--- src/rtl/alu_pkg.sv ---
// Shared ALU encodings: control codes, ALUOp, funct and forward-select values.
package alu_pkg;

  localparam int unsigned CTRL_W  = 4;
  localparam int unsigned OP_W    = 2;
  localparam int unsigned FUNCT_W = 6;
  localparam int unsigned FSEL_W  = 2;

  localparam logic [CTRL_W-1:0] ALU_AND = 4'b0000;
  localparam logic [CTRL_W-1:0] ALU_OR  = 4'b0001;
  localparam logic [CTRL_W-1:0] ALU_ADD = 4'b0010;
  localparam logic [CTRL_W-1:0] ALU_SUB = 4'b0110;
  localparam logic [CTRL_W-1:0] ALU_SLT = 4'b0111;
  localparam logic [CTRL_W-1:0] ALU_BAD = 4'b1111;

  localparam logic [OP_W-1:0] ALUOP_MEM    = 2'b00;
  localparam logic [OP_W-1:0] ALUOP_BRANCH = 2'b01;
  localparam logic [OP_W-1:0] ALUOP_RTYPE  = 2'b10;
  localparam logic [OP_W-1:0] ALUOP_RSVD   = 2'b11;

  localparam logic [FUNCT_W-1:0] FUNCT_ADD = 6'b100000;
  localparam logic [FUNCT_W-1:0] FUNCT_SUB = 6'b100010;
  localparam logic [FUNCT_W-1:0] FUNCT_AND = 6'b100100;
  localparam logic [FUNCT_W-1:0] FUNCT_OR  = 6'b100101;
  localparam logic [FUNCT_W-1:0] FUNCT_SLT = 6'b101010;

  localparam logic [FSEL_W-1:0] FWD_REG  = 2'b00;
  localparam logic [FSEL_W-1:0] FWD_EX   = 2'b01;
  localparam logic [FSEL_W-1:0] FWD_WB   = 2'b10;
  localparam logic [FSEL_W-1:0] FWD_REG2 = 2'b11;

endpackage

--- src/rtl/alu_ctrl_decode.sv ---
// Combinational ALUOp/funct to ALU control decode with illegal-encoding flag.
module alu_ctrl_decode
  import alu_pkg::*;
(
  input  logic [OP_W-1:0]    alu_op,
  input  logic [FUNCT_W-1:0] funct,
  output logic [CTRL_W-1:0]  control,
  output logic               illegal
);

  always_comb begin
    control = ALU_BAD;
    illegal = 1'b1;
    unique case (alu_op)
      ALUOP_MEM: begin
        control = ALU_ADD;
        illegal = 1'b0;
      end
      ALUOP_BRANCH: begin
        control = ALU_SUB;
        illegal = 1'b0;
      end
      ALUOP_RTYPE: begin
        illegal = 1'b0;
        case (funct)
          FUNCT_ADD: control = ALU_ADD;
          FUNCT_SUB: control = ALU_SUB;
          FUNCT_AND: control = ALU_AND;
          FUNCT_OR:  control = ALU_OR;
          FUNCT_SLT: control = ALU_SLT;
          default: begin
            control = ALU_BAD;
            illegal = 1'b1;
          end
        endcase
      end
      default: begin
        control = ALU_BAD;
        illegal = 1'b1;
      end
    endcase
  end

endmodule

--- src/rtl/alu_issue_stage.sv ---
// ID/EX boundary register feeding the execute ALU: decode, operand forwarding,
// valid/stall/flush handshake and a saturating illegal-op debug counter.
module alu_issue_stage
  import alu_pkg::*;
#(
  parameter int unsigned WIDTH = 32,
  parameter int unsigned CNT_W = 8
) (
  input  logic               clk,
  input  logic               rst_n,
  input  logic               id_valid,
  output logic               id_ready,
  input  logic [OP_W-1:0]    id_alu_op,
  input  logic [FUNCT_W-1:0] id_funct,
  input  logic               id_alu_src,
  input  logic [WIDTH-1:0]   id_rs_data,
  input  logic [WIDTH-1:0]   id_rt_data,
  input  logic [WIDTH-1:0]   id_imm,
  input  logic [FSEL_W-1:0]  fwd_a_sel,
  input  logic [FSEL_W-1:0]  fwd_b_sel,
  input  logic [WIDTH-1:0]   ex_fwd_data,
  input  logic [WIDTH-1:0]   wb_fwd_data,
  input  logic               ex_stall,
  input  logic               ex_flush,
  output logic [WIDTH-1:0]   alu_a,
  output logic [WIDTH-1:0]   alu_b,
  output logic [CTRL_W-1:0]  alu_control,
  output logic               ex_valid,
  output logic               ex_illegal,
  output logic [CNT_W-1:0]   illegal_count
);

  localparam logic [CNT_W-1:0] CNT_MAX = '1;

  logic [CTRL_W-1:0] dec_control;
  logic              dec_illegal;
  logic [WIDTH-1:0]  fwd_a;
  logic [WIDTH-1:0]  fwd_b;
  logic [WIDTH-1:0]  op_b;

  alu_ctrl_decode u_decode (
    .alu_op  (id_alu_op),
    .funct   (id_funct),
    .control (dec_control),
    .illegal (dec_illegal)
  );

  assign id_ready = ~ex_stall;

  // Forward muxes; rt is forwarded even when the immediate wins
  always_comb begin
    fwd_a = id_rs_data;
    fwd_b = id_rt_data;
    case (fwd_a_sel)
      FWD_EX:  fwd_a = ex_fwd_data;
      FWD_WB:  fwd_a = wb_fwd_data;
      default: fwd_a = id_rs_data;
    endcase
    case (fwd_b_sel)
      FWD_EX:  fwd_b = ex_fwd_data;
      FWD_WB:  fwd_b = wb_fwd_data;
      default: fwd_b = id_rt_data;
    endcase
    op_b = id_alu_src ? id_imm : fwd_b;
  end

  // Bubbles carry an all-zero payload so the downstream zero flag is deterministic
  always_ff @(posedge clk) begin
    if (!rst_n) begin
      alu_a         <= '0;
      alu_b         <= '0;
      alu_control   <= ALU_AND;
      ex_valid      <= 1'b0;
      ex_illegal    <= 1'b0;
      illegal_count <= '0;
    end else if (ex_flush || (!ex_stall && !id_valid)) begin
      alu_a       <= '0;
      alu_b       <= '0;
      alu_control <= ALU_AND;
      ex_valid    <= 1'b0;
      ex_illegal  <= 1'b0;
    end else if (!ex_stall) begin
      alu_a       <= fwd_a;
      alu_b       <= op_b;
      alu_control <= dec_control;
      ex_valid    <= 1'b1;
      ex_illegal  <= dec_illegal;
      if (dec_illegal && (illegal_count != CNT_MAX)) begin
        illegal_count <= illegal_count + CNT_W'(1);
      end
    end
  end

endmodule

--- config.mk ---
export PLATFORM = sky130hd
export DESIGN_NAME = alu_issue_stage
export DESIGN_NICKNAME = d
export VERILOG_FILES = /design/src/rtl/alu_pkg.sv /design/src/rtl/alu_ctrl_decode.sv /design/src/rtl/alu_issue_stage.sv
export SDC_FILE = /design/constraint.sdc
export NUM_CORES = 1
export LEC_CHECK = 0
export ABC_AREA = 1
export CAP_MARGIN = 10
export CORE_UTILIZATION = 36
export CTS_CLUSTER_SIZE = 8
export DETAILED_ROUTE_END_ITERATION = 16
export GPL_ROUTABILITY_DRIVEN = 0
export GPL_TIMING_DRIVEN = 0
export PLACE_DENSITY = 0.9
export SLEW_MARGIN = 0
export SYNTH_ARGS = -nofsm -noshare
export SYNTH_HDL_FRONTEND = slang
export SYNTH_SLANG_ARGS = --single-unit
--- constraint.sdc ---
create_clock -name clk -period 1.2 [get_ports clk]
set_input_delay 0.18 -clock clk [delete_from_list [all_inputs] [get_ports clk]]
set_output_delay 0.18 -clock clk [all_outputs]
set_load 0.01 [all_outputs]
==> impl_metrics.toml, run 1 <==
[run_status]
outcome = "finished with violations"
violations = "negative setup slack"

[power]
power_mw = 7.55
powerDensity_nw_per_um2 = 911
ir_drop_uv = 649
leakagePower_nw = 3.70

[worst_setup_path]
critical_path_class = "reg2reg"
setup.reg_to_reg.worst_slack_ns = -0.15
max_stage_delay_ns = 0.36
crit_path_start = "illegal_count[0]"
cp_data_required_time_ns = 1.44
cp_slowest_cell = "dfxtp_4"
endpoint = "illegal_count[3]"
cp-start-kind = "register"
worstPathArrival_ns = 1.58
worstReg2RegEnd = "illegal_count[3]"
cp_max_fo = 8
reg2reg_depth = 8
r2r-start = "illegal_count[0]"
worst_path_most_repeated_cell = "nand3_4"
endpoint_kind = "register"
path_cells = "ha_4 > nand3_4 > inv_4 > a21oi_4 > buf_12 > nand3_4 > nand2_1 > a21oi_2"

[cells_and_area]
synthToLayoutAreaGrowth_pct = 73.7
drive_gt1_frac = 0.178
nets = 1116
stdcell_area_um2 = 8280
utilization = 0.648

[sta]
skew_ns = 0.00413
period_minus_slack_ns = 1.35
worstMarginPinSlew_ns = 0.629
hold_violations = 0
rsz0062_at_grt = "yes"
timing.final.crit_share = 1.12
drv_slew = 0
fin_ws_ns = -0.149
max_freq_ghz = 0.741
setup_viol = 9
max-slew-margin-rel = 0.581

[yosys]
synth_enable_flop_cells = 0
synth_commonest_cells = "a21oi_1 (88), inv_1 (84), dfxtp_1 (78)"
synth_cell_types = 38
synth_seq_cells = 78
yosysTopAreaCellShare = 0.327
synth_warnings = 0
async_flop_share = 0
ys.flop_type = "dfxtp_1"
yosysTopAreaCell = "dfxtp_1"
synth_area_um2 = 4770
syn_inst = 647
synth.most_common_cell = "a21oi_1"
synth_fp_nets = 830
synth_area_leaders = "dfxtp_1 (33%), a21oi_1 (9.2%), o22ai_1 (8.1%)"
yosysSeqAreaShare = 0.327
avgSynthCellArea_um2 = 7.37

[cts]
clock_latency_ns = 0.34
cts.sinks = 78
clockBufferDepth = 2
numCtsBuffers = 9
htree_levels = 3
cts_root_buffer = "clkbuf_16"
cts_tree = "yes"
cts.reportedPaths.clkPinSlew_ns = 0.06

[floorplan]
die_x_um = 117
dieHeight_um = 117
initial_utilization = 0.373
rows = 41
design.core.area_um2 = 12800
boundaryPins = 257
die_area_um2 = 13700

[worst_hold_path]
worstHoldPathType = "in2reg"
hold_start = "rst_n"

[place]
hpwl_mm = 15.4
portBuffers = 254
place_area_um2 = 7580

[drt]
wl_per_cell_um = 19.6
wirelength_mm = 21.7
drtIter0Drc = 518
first_pass_iters = 6
post_drt_via_cell_ratio = 5.50
drc_errors = 0
final_antenna_net_count = 0
num_vias = 6115

[global_routing]
grt_usage = 0.308
antenna_found_initial = 1
grt_overflow_total = 0
grt_pass1_wl_mm = 31.1
grt_pass1_vias = 5755
grt_max_degree = 12

[run]
drv_cap = 0
## routing by layer
layer,vias to the layer above,global-route usage,share of wire
li1,2835,-,-
met1,2815,0.364,0.39
met2,397,0.525,0.47
met3,68,0.0649,0.091
met4,0,0.162,0.042
met5,-,0,0
## placed cells by master, fill, tap and decap left out, types with 4 or more instances in the layout
master,count
clkdlybuf4s50_1,165
a21oi_1,86
inv_1,77
dfxtp_1,71
dlygate4sd2_1,71
o21ai_0,68
o22ai_1,61
nor2_1,45
nand2_1,29
mux2i_1,28
a21oi_2,22
o21ai_2,20
clkbuf_1,19
buf_4,18
o211ai_1,12
clkbuf_16,11
clkbuf_2,9
clkbuf_8,8
nand4_1,8
buf_2,7
or2_2,7
buf_6,6
buf_12,6
dlymetal6s2s_1,6
inv_4,5
dfxtp_2,5
clkdlybuf4s15_1,5
inv_2,4
buf_8,4
or2_0,4
o21ai_1,4
## worst min-delay path by stage
stage                             to  slack, ns  depth (start not counted)
finish              illegal_count[7]       0.20                          3
global route        illegal_count[0]       0.23                          3
CTS                        alu_b[24]       0.25                          3
floorplan             alu_control[2]       0.33                          2
global placement            ex_valid       0.47                          2
detailed placement    alu_control[3]       0.48                          2
## power by group
part           switching [mW]  total, mW  internal, mW
Clock                    1.09       2.55          1.46
Sequential             0.0514       2.73          2.68
Combinational            1.08       2.27          1.19
## repair_timing
| action | in CTS | in global routing |
|---|---|---|
| setup endpoints to repair | 152 | 80 |
| pin swaps | 6 | 13 |
| gates cloned | 4 | 3 |
| hold buffers | 0 | 0 |
| setup buffers | 11 | 5 |
| gates resized for setup | 164 | 52 |
## layout make-up
cell class | count | area [um2]
diodes | 1 | 2.50
plain buffers | 50 | 430
clock buffers | 15 | 258
clock inverters | 1 | 5.00
fillers | 1062 | 4490
inverters | 87 | 344
multi-input cells | 430 | 2740
flip-flops and latches | 78 | 1580
well taps | 172 | 215
repair buffers | 277 | 2710
## critical path: cells and delay by family (launching register included)
family | cells | cell delay [ns]
compound gates | 2 | 0.23
fa+ha+maj | 1 | 0.17
buf+inv | 2 | 0.18
flops | 1 | 0.36
simple gates | 3 | 0.31
## through the flow
| step | worst slack (ns) | TNS (ns) | hold slack (ns) | cells |
|---|---|---|---|---|
| CTS | -0.0820 | -0.589 | 0.252 | 1104 |
| finish | -0.149 | -1.03 | 0.197 | 1111 |
| detailed placement | -0.980 | -60.59 | 0.475 | 1073 |
| global placement | -0.930 | -57.58 | 0.465 | 1073 |
| floorplan | -0.0557 | -0.419 | 0.329 | 647 |
| global route | -0.201 | -1.62 | 0.233 | 1111 |
## sequential cells by signal (all words and copies together), names as in the netlist
| name | flops |
|---|---|
| ex_valid | 1 |
| alu_control | 4 |
| illegal_count | 8 |
| ex_illegal | 1 |
| alu_a | 32 |
| alu_b | 32 |
## kinds of logic (layout without fill, tap and decap cells)
kind of cell,after synthesis,in the layout,synth area share
AOI/OAI and AO/OA,278,278,0.351
xor gates and xnor gates,3,3,0.00551
adders and majority gates,5,5,0.0131
buffers and inverters,139,430,0.126
DFF,78,78,0.327
muxes,32,32,0.0672
other,0,1,0
and+or+nand+nor,112,112,0.110
Power figures use the tool's default switching activity.
==> inputs of run 2 (changes only) <==
Settings changed: ABC_CLOCK_PERIOD_IN_PS set to 1200.
==> results of run 2 <==
Same layout as run 1: the final DEF is identical, and so are final timing and power.
